File: config.mk
export PLATFORM = sky130hd
export DESIGN_NAME = led_mux_sequencer
export DESIGN_NICKNAME = d
export VERILOG_FILES = /design/src/rtl/ppg_pkg.sv /design/src/rtl/phase_timer.sv /design/src/rtl/led_mux_sequencer.sv
export SDC_FILE = /design/constraint.sdc
export NUM_CORES = 1
export LEC_CHECK = 0
export CAP_MARGIN = 20
export CORE_MARGIN = 10
export CORE_UTILIZATION = 46
export DETAILED_ROUTE_END_ITERATION = 7
export PLACE_DENSITY = 0.87
export SETUP_SLACK_MARGIN = 0.15
export SKIP_LAST_GASP = 1
export SYNTH_ARGS = -nofsm -noshare
export SYNTH_HDL_FRONTEND = slang
export SYNTH_SLANG_ARGS = --single-unit
File: constraint.sdc
create_clock -name clk -period 1.55 [get_ports clk]
set_input_delay 0.31 -clock clk [delete_from_list [all_inputs] [get_ports clk]]
set_output_delay 0.31 -clock clk [all_outputs]
set_load 0.02 [all_outputs]
File: src/rtl/ppg_pkg.sv
// ppg_pkg: shared definitions for the LED mux sequencer.
//   state_t        - sequencer FSM states
//   ADC_W/DC_W/... - front-end field widths
//   DC_RST         - DC compensation code driven out of reset / while idle
//   sat_sub        - unsigned subtract clamped at zero
//   is_rail        - true when a raw sample sits on either ADC rail
package ppg_pkg;

  localparam int ADC_W = 8;
  localparam int DC_W  = 7;
  localparam int PGA_W = 4;
  localparam int CNT_W = 8;

  localparam logic [DC_W-1:0] DC_RST = 7'd64;

  typedef enum logic [2:0] {
    IDLE,
    IR_SETTLE,
    IR_SAMPLE,
    RED_SETTLE,
    RED_SAMPLE,
    DARK,
    AMB_SAMPLE
  } state_t;

  function automatic logic [ADC_W-1:0] sat_sub(input logic [ADC_W-1:0] a,
                                               input logic [ADC_W-1:0] b);
    return (a > b) ? (a - b) : '0;
  endfunction

  function automatic logic is_rail(input logic [ADC_W-1:0] v);
    return (v == '0) || (v == '1);
  endfunction

endpackage

File: src/rtl/phase_timer.sv
// phase_timer: loadable down-counter that times the settle and dark phases.
//   clk, rst_n   - clock, async active-low reset
//   i_load       - load i_load_val this edge (takes priority over counting)
//   i_load_val   - count value; interval length is i_load_val+1 cycles
//   o_done       - counter is at zero (last cycle of the interval)
module phase_timer
  import ppg_pkg::*;
(
  input  logic             clk,
  input  logic             rst_n,
  input  logic             i_load,
  input  logic [CNT_W-1:0] i_load_val,
  output logic             o_done
);

  logic [CNT_W-1:0] r_cnt;

  always_ff @(posedge clk or negedge rst_n) begin
    if (!rst_n)             r_cnt <= '0;
    else if (i_load)        r_cnt <= i_load_val;
    else if (r_cnt != '0)   r_cnt <= r_cnt - 1'b1;
  end

  assign o_done = (r_cnt == '0);

endmodule

File: src/rtl/led_mux_sequencer.sv
// led_mux_sequencer: time-multiplexes IR and RED LEDs plus an ambient (dark)
// window, programs the analog front end per phase and captures one ADC sample
// per phase. Results are published together once per frame.
//   clk, rst_n                 - clock, async active-low reset
//   enable                     - run request (checked in IDLE and at frame end)
//   DC_IR/DC_RED, PGA_IR/RED   - per-channel front-end codes, latched per frame
//   ADC                        - converter result, valid every cycle
//   LED_IR, LED_RED            - LED drive enables (never both high)
//   DC_Comp, PGA_Gain          - front-end codes for the current phase
//   sample_ir/red/amb          - per-frame results
//   sample_valid               - one-cycle pulse when the results update
//   sat_ir, sat_red            - raw channel sample hit a rail
// Build option: define AMBIENT_SUB_EN to report ir/red as raw minus ambient,
// clamped at zero; otherwise raw values are reported.
module led_mux_sequencer
  import ppg_pkg::*;
#(
  parameter int SETTLE_CYC = 16,
  parameter int DARK_CYC   = 32
) (
  input  logic             clk,
  input  logic             rst_n,
  input  logic             enable,
  input  logic [DC_W-1:0]  DC_IR,
  input  logic [DC_W-1:0]  DC_RED,
  input  logic [PGA_W-1:0] PGA_IR,
  input  logic [PGA_W-1:0] PGA_RED,
  input  logic [ADC_W-1:0] ADC,
  output logic             LED_IR,
  output logic             LED_RED,
  output logic [DC_W-1:0]  DC_Comp,
  output logic [PGA_W-1:0] PGA_Gain,
  output logic [ADC_W-1:0] sample_ir,
  output logic [ADC_W-1:0] sample_red,
  output logic [ADC_W-1:0] sample_amb,
  output logic             sample_valid,
  output logic             sat_ir,
  output logic             sat_red
);

  localparam logic [CNT_W-1:0] SETTLE_LD = CNT_W'(SETTLE_CYC - 1);
  localparam logic [CNT_W-1:0] DARK_LD   = CNT_W'(DARK_CYC - 1);

  state_t r_state, w_next;

  logic [DC_W-1:0]  r_dc_ir, r_dc_red;
  logic [PGA_W-1:0] r_pga_ir, r_pga_red;
  logic [ADC_W-1:0] r_raw_ir, r_raw_red;

  logic             w_load, w_done, w_frame_start;
  logic [CNT_W-1:0] w_load_val;
  logic [ADC_W-1:0] w_out_ir, w_out_red;

  phase_timer u_timer (
    .clk        (clk),
    .rst_n      (rst_n),
    .i_load     (w_load),
    .i_load_val (w_load_val),
    .o_done     (w_done)
  );

  always_ff @(posedge clk or negedge rst_n) begin
    if (!rst_n) r_state <= IDLE;
    else        r_state <= w_next;
  end

  always_comb begin
    w_next = r_state;
    case (r_state)
      IDLE:       if (enable) w_next = IR_SETTLE;
      IR_SETTLE:  if (w_done) w_next = IR_SAMPLE;
      IR_SAMPLE:  w_next = RED_SETTLE;
      RED_SETTLE: if (w_done) w_next = RED_SAMPLE;
      RED_SAMPLE: w_next = DARK;
      DARK:       if (w_done) w_next = AMB_SAMPLE;
      AMB_SAMPLE: w_next = enable ? IR_SETTLE : IDLE;
      default:    w_next = IDLE;
    endcase
  end

  // Timer is reloaded on the edge that enters a timed phase, so the phase's
  // first cycle already sees the full count.
  always_comb begin
    w_load     = 1'b0;
    w_load_val = '0;
    if (w_next != r_state) begin
      case (w_next)
        IR_SETTLE, RED_SETTLE: begin w_load = 1'b1; w_load_val = SETTLE_LD; end
        DARK:                  begin w_load = 1'b1; w_load_val = DARK_LD;   end
        default: ;
      endcase
    end
  end

  assign w_frame_start = (w_next == IR_SETTLE) && (r_state != IR_SETTLE);

  always_ff @(posedge clk or negedge rst_n) begin
    if (!rst_n) begin
      r_dc_ir   <= '0;
      r_dc_red  <= '0;
      r_pga_ir  <= '0;
      r_pga_red <= '0;
    end else if (w_frame_start) begin
      r_dc_ir   <= DC_IR;
      r_dc_red  <= DC_RED;
      r_pga_ir  <= PGA_IR;
      r_pga_red <= PGA_RED;
    end
  end

  // Pure decode of the state register: one state at a time means at most one
  // LED, with no overlap at the IR->RED handover.
  always_comb begin
    LED_IR   = 1'b0;
    LED_RED  = 1'b0;
    DC_Comp  = DC_RST;
    PGA_Gain = '0;
    case (r_state)
      IR_SETTLE, IR_SAMPLE: begin
        LED_IR   = 1'b1;
        DC_Comp  = r_dc_ir;
        PGA_Gain = r_pga_ir;
      end
      RED_SETTLE, RED_SAMPLE: begin
        LED_RED  = 1'b1;
        DC_Comp  = r_dc_red;
        PGA_Gain = r_pga_red;
      end
      DARK, AMB_SAMPLE: begin
        DC_Comp  = r_dc_red;
        PGA_Gain = r_pga_red;
      end
      default: ;
    endcase
  end

  always_ff @(posedge clk or negedge rst_n) begin
    if (!rst_n) begin
      r_raw_ir  <= '0;
      r_raw_red <= '0;
    end else begin
      if (r_state == IR_SAMPLE)  r_raw_ir  <= ADC;
      if (r_state == RED_SAMPLE) r_raw_red <= ADC;
    end
  end

`ifdef AMBIENT_SUB_EN
  assign w_out_ir  = sat_sub(r_raw_ir,  ADC);
  assign w_out_red = sat_sub(r_raw_red, ADC);
`else
  assign w_out_ir  = r_raw_ir;
  assign w_out_red = r_raw_red;
`endif

  // Ambient is taken straight from ADC in AMB_SAMPLE so all results land on
  // the following cycle together.
  always_ff @(posedge clk or negedge rst_n) begin
    if (!rst_n) begin
      sample_ir    <= '0;
      sample_red   <= '0;
      sample_amb   <= '0;
      sat_ir       <= 1'b0;
      sat_red      <= 1'b0;
      sample_valid <= 1'b0;
    end else begin
      sample_valid <= 1'b0;
      if (r_state == AMB_SAMPLE) begin
        sample_ir    <= w_out_ir;
        sample_red   <= w_out_red;
        sample_amb   <= ADC;
        sat_ir       <= is_rail(r_raw_ir);
        sat_red      <= is_rail(r_raw_red);
        sample_valid <= 1'b1;
      end
    end
  end

endmodule

After elaboration in Yosys (flattened, before gate mapping)
Cells that the tools add are included.
{ "word_totals": {"reg_bits": 76, "in_bits": 33, "output_inout_bits": 40, "wordCells": 59} }
{ "classes": {"addsub": 1, "n_eq_ne": 13, "muxes": 17, "n_reduce_logical": 14} }
{ "ops": {"columns": ["op", "n"], "rows": [
  ["$logic_not A8 Y1", 3],
  ["$pmux W3 S7", 1],
  ["$eq A8 B8 Y1 const B", 2],
  ["$mux W8", 2],
  ["$pmux W7 S2", 1],
  ["$eq A3 B3 Y1 const B", 4],
  ["$mux W3", 4],
  ["$pmux W5 S2", 1],
  ["$eq A3 B2 Y1 const B", 3],
  ["$pmux W4 S2", 1],
  ["$reduce_bool A8 Y1", 1],
  ["$sub A8 B1 Y8 const B", 1],
  ["$eq A3 B1 Y1 const B", 2],
  ["$mux W1", 6],
  ["$reduce_or A2 Y1", 3],
  ["$mux W5", 1],
  ["$reduce_or A4 Y1", 1],
  ["$logic_not A3 Y1", 1],
  ["$ne A3 B1 Y1 const B", 1],
  ["$ne A3 B3 Y1", 1],
  ["$reduce_or A3 Y1", 1],
  ["$logic_or A1 B1 Y1", 2],
  ["$reduce_bool A2 Y1", 1],
  ["$logic_and A1 B1 Y1", 1]
]} }

Depth between registers and ports, before layout
{ "logic_depth": {"ltp_word": 8, "mapped_depth": 7, "depth_no_buf": 6} }

Modules after synthesis
From an unflattened synthesis, not the netlist that was laid out.
{ "hier_totals": {"hier_cells": 333, "area_unflattened_um2": 3613.5} }
{ "modules_own_cells": {"columns": ["module", "instances", "cells_per_inst", "area_per_inst_um2"], "rows": [
  ["led_mux_sequencer", 1, 279, 3136.8],
  ["phase_timer", 1, 54, 476.7]
]} }

Worst setup path after synthesis
No wires, ideal clock.
{ "synth_path": {"path_type": "flip-flop to output port", "start": "register r_state[0]", "end": "output port DC_Comp[0]", "arrival_ps": 1350, "setup_slack_ps": -110, "path_stages_with_launch": 6, "path_buffers": 2, "path_cell_list": "dfrtp_1 buf_2 nor2b_2 clkbuf_1 a221oi_1 a21oi_1"} }
{ "synth_between": {"elab_chain_cells": 3, "word_cells_on_any_way": 9, "classes_between": "6 x eq/ne; 1 x mux; 2 x reduce/logical"} }
{ "synth_lines": {"columns": ["element", "line_no", "rtl"], "rows": [
  ["from (decl)", "led_mux_sequencer.sv:44", "state_t r_state, w_next;"],
  ["from (signal assigned)", "led_mux_sequencer.sv:64", "else r_state <= w_next;"],
  ["$eq A3 B3 Y1, or another cell as far along", "led_mux_sequencer.sv:118", "case (r_state)"],
  ["$reduce_or A4 Y1 (no line) or $reduce_or A2 Y1 (tied branches)", null, null],
  ["$pmux W7 S2 *", "led_mux_sequencer.sv:118", null],
  ["to (decl)", "led_mux_sequencer.sv:31", "output logic [DC_W-1:0] DC_Comp,"]
]} }
Mark *: on every way between the ends. The rest lies on a longest branch, timed or not.

Final worst setup path
{ "layout_path": {"start": "register r_state[1]", "end": "output port DC_Comp[6]"} }
The elaborated chain is that of the path after synthesis.

==> reports/results.txt <==
Tcrit/Tclk final - 138.7%
Post-Syn Area per Cell - 12.82 um^2
Initial antenna violation count - 0
Drt pass-1 iters - 4
Pin count of the biggest net entering global routing - 33
DPL Wire Length - 6.458 mm
Hold Vio Cnt, Final - 0
Status - complete, but fails checks
Place WS - -0.7029 ns
Worst Path Max Fanout - 4
Pleak - 2.743 nW
Final slew viol count - 0
Post-synthesis net count - 306
CP Capture Type - output port
Post-synthesis cell area - 3487 um^2
Dpl cells - 479
Cells after synthesis - 272
Antenna Violating Nets Remaining - 0
Routed vias - 3065
DRT Wirelength - 13.27 mm
Via/cell ratio - 5.750
CP required - 1.24 ns
RSZ-0062 raised after global routing - true
Slew margin rel. - 73.20%
CTS clk-pin slew, worst paths - 0.09 ns
Crit path kind - reg2out
Top FF cell, synth - dfrtp_1
# rows - 31
Vias in the first global route - 3349
Clock latency on the worst-skew pair - 0.37 ns
Endpoints failing setup - 83
Fin crit period - 2.150 ns
Layout cells sized above 1 - 59.68%
Sequential Area - 1907 um^2
Filler Cell Count - 338
CTS buffer count - 9
Sequential cell area fraction in the yosys report - 54.54%
FF-to-FF path depth - 8
Die X - 107.1 um
Multi-input gate area - 2067 um^2
Routed len/inst - 24.89 um
Launch point of the worst reg-to-reg path - r_state[1]
Leading cell types in the layout, fill and taps excluded - dfrtp_1 (72), mux2_4 (46), buf_4 (46)
H-tree depth - 3
Finished Layout Cells - 533
Post-layout net count - 463
HP Class - in2async
Die Ht - 107.1 um
Root buffer cell - clkbuf_8
Capturing point of the worst reg2reg path - sample_ir[5]
Port bufs - 72
First-pass GRT wire length - 18.29 mm
Worst reg2reg setup slack - -0.34 ns
Async SR Flop Fraction - 100.0%
GRT overflow - 0
CP startpoint kind - register
Clock Skew - 0.01153 ns
Gpl congestion - 0.8116
CTS tree - done
Yosys cell types - 37
Sink Count - 76
Die ar. - 11460 um^2
Worst EP arrival - 1.84 ns
Critical path launch point - r_state[1]
Least-Margin Pin Slew - 0.4020 ns
Worst vdd ir - 1582 uV
Total power - 12.24 mW
N_diodes - 0
Failing checks - setup timing
# DRC - 0
Post-synth EDFFs - 0
Synth Register Bits - 76
PwrDens - 2013 nW/um^2
Area delta synth->final - 74.27%
Setup slack after layout - -0.5995 ns
Starting Density - 47.57%
IO Count - 73
Synth warn - 0
Final Core Density - 82.90%
Commonest non-fill, non-tap cell in the layout - dfrtp_1
Detailed Route Iter0 Violations - 185
Max Cap Viol - 0
Tot GR Track Use - 20.24%
Bufs on Longest Clock Path - 2
Core Footprint - 7331 um^2
Max Clk Rate - 0.4652 GHz
## flip-flops by register name (all words and copies together), names as in the netlist
name	flops
r_raw_red	8
r_pga_ir	4
r_state	3
sat_ir	1
sample_ir	8
sat_red	1
sample_red	8
r_pga_red	4
r_dc_red	7
sample_valid	1
r_raw_ir	8
u_timer.r_cnt	8
r_dc_ir	7
sample_amb	8
## worst max-delay path by stage
| stage | cells past startpoint | slack, ns | end |
|---|---|---|---|
| 2_1_floorplan | 5 | -0.05 | PGA_Gain[0] |
| 3_3_place_gp | 4 | -0.63 | DC_Comp[2] |
| 3_5_place_dp | 4 | -0.70 | PGA_Gain[3] |
| 4_1_cts | 5 | -0.51 | DC_Comp[3] |
| 5_1_grt | 7 | -0.61 | DC_Comp[6] |
| 6_report | 7 | -0.60 | DC_Comp[6] |
## worst max-delay path: stages (launching register included)
cell and delay, ns:
dfrtp_2 0.47, buf_6 0.16, buf_4 0.15, mux2i_1 0.13, a2bb2oi_2 0.15, nor2_2 0.06, a21oi_2 0.19, buf_6 0.16
## metal layers
| layer | up-vias | track usage (%) | part of all wire [%] |
|---|---|---|---|
| met5 | - | 0 | 0 |
| met4 | 0 | 7.350 | 3.4 |
| met3 | 35 | 5.389 | 6.0 |
| met2 | 137 | 35.82 | 53 |
| met1 | 1595 | 22.81 | 38 |
| li1 | 1298 | - | - |
## Yosys cell counts, types with 2 or more instances
| master | n | area share, % |
|---|---|---|
| nand3_1 | 3 | 0.43 |
| nand4_1 | 4 | 0.72 |
| nor2_2 | 2 | 0.36 |
| nor3b_2 | 2 | 0.72 |
| mux2i_1 | 4 | 1.1 |
| a21oi_1 | 18 | 2.6 |
| clkbuf_1 | 4 | 0.43 |
| nand2_1 | 22 | 2.4 |
| dfrtp_1 | 76 | 55 |
| a221oi_1 | 10 | 2.5 |
| mux2_2 | 72 | 23 |
| o21ai_0 | 4 | 0.57 |
| nor2_1 | 9 | 0.97 |
| buf_2 | 3 | 0.43 |
| inv_1 | 4 | 0.43 |
| buf_6 | 6 | 1.9 |
| nand2b_1 | 5 | 0.90 |
| nor4_1 | 5 | 0.90 |
## through the flow
| step | setup TNS, ns | cell area, um^2 | hold WS, ns |
|---|---|---|---|
| after floorplan | -0.1497 | 3697 | 0.01441 |
| after global placement | -19.32 | 4848 | 0.2593 |
| after detailed placement | -22.38 | 4848 | 0.2643 |
| after CTS | -12.10 | 5695 | 0.4313 |
| after global routing | -24.72 | 6077 | 0.4704 |
| final | -23.21 | 6077 | 0.4085 |
## cell type report
class / count / share of cell area, %
Multi-Input combinational cell: 178 / 34.01
Sequential cell: 76 / 31.38
Timing Repair Buffer: 160 / 28.29
Clock buffer: 9 / 2.038
Tap cell: 99 / 2.038
Clock inverter: 7 / 1.997
Inverter: 4 / 0.2471
## where the power goes
group	total (mW)	internal, mW	switching [mW]	leakage [nW]
registers	3.45	2.68	0.768	0.959
logic	6.87	3.77	3.10	1.66
clock network	1.92	1.08	0.835	0.124
total	12.2	7.54	4.70	2.74
## cell families after synthesis
logic type,Yosys count,synth area share [%]
AND/OR/NAND/NOR,61,9.831
XOR/XNOR,2,0.5024
adder cells (fa/ha/maj),1,0.3588
flip-flops,76,54.54
AO/OA/AOI/OAI,38,6.925
multiplexers,76,24.40
buffers and inverters,18,3.444
## timing repair
action,CTS,global route
setup endpoints to repair,114,111
buffers inserted,20,10
pin swaps,12,16
endpoints found under the hold margin,28,0
resized for setup,169,83
cloned,5,2
hold buffers,1,0
No activity file was read; power rests on OpenSTA's default activity.
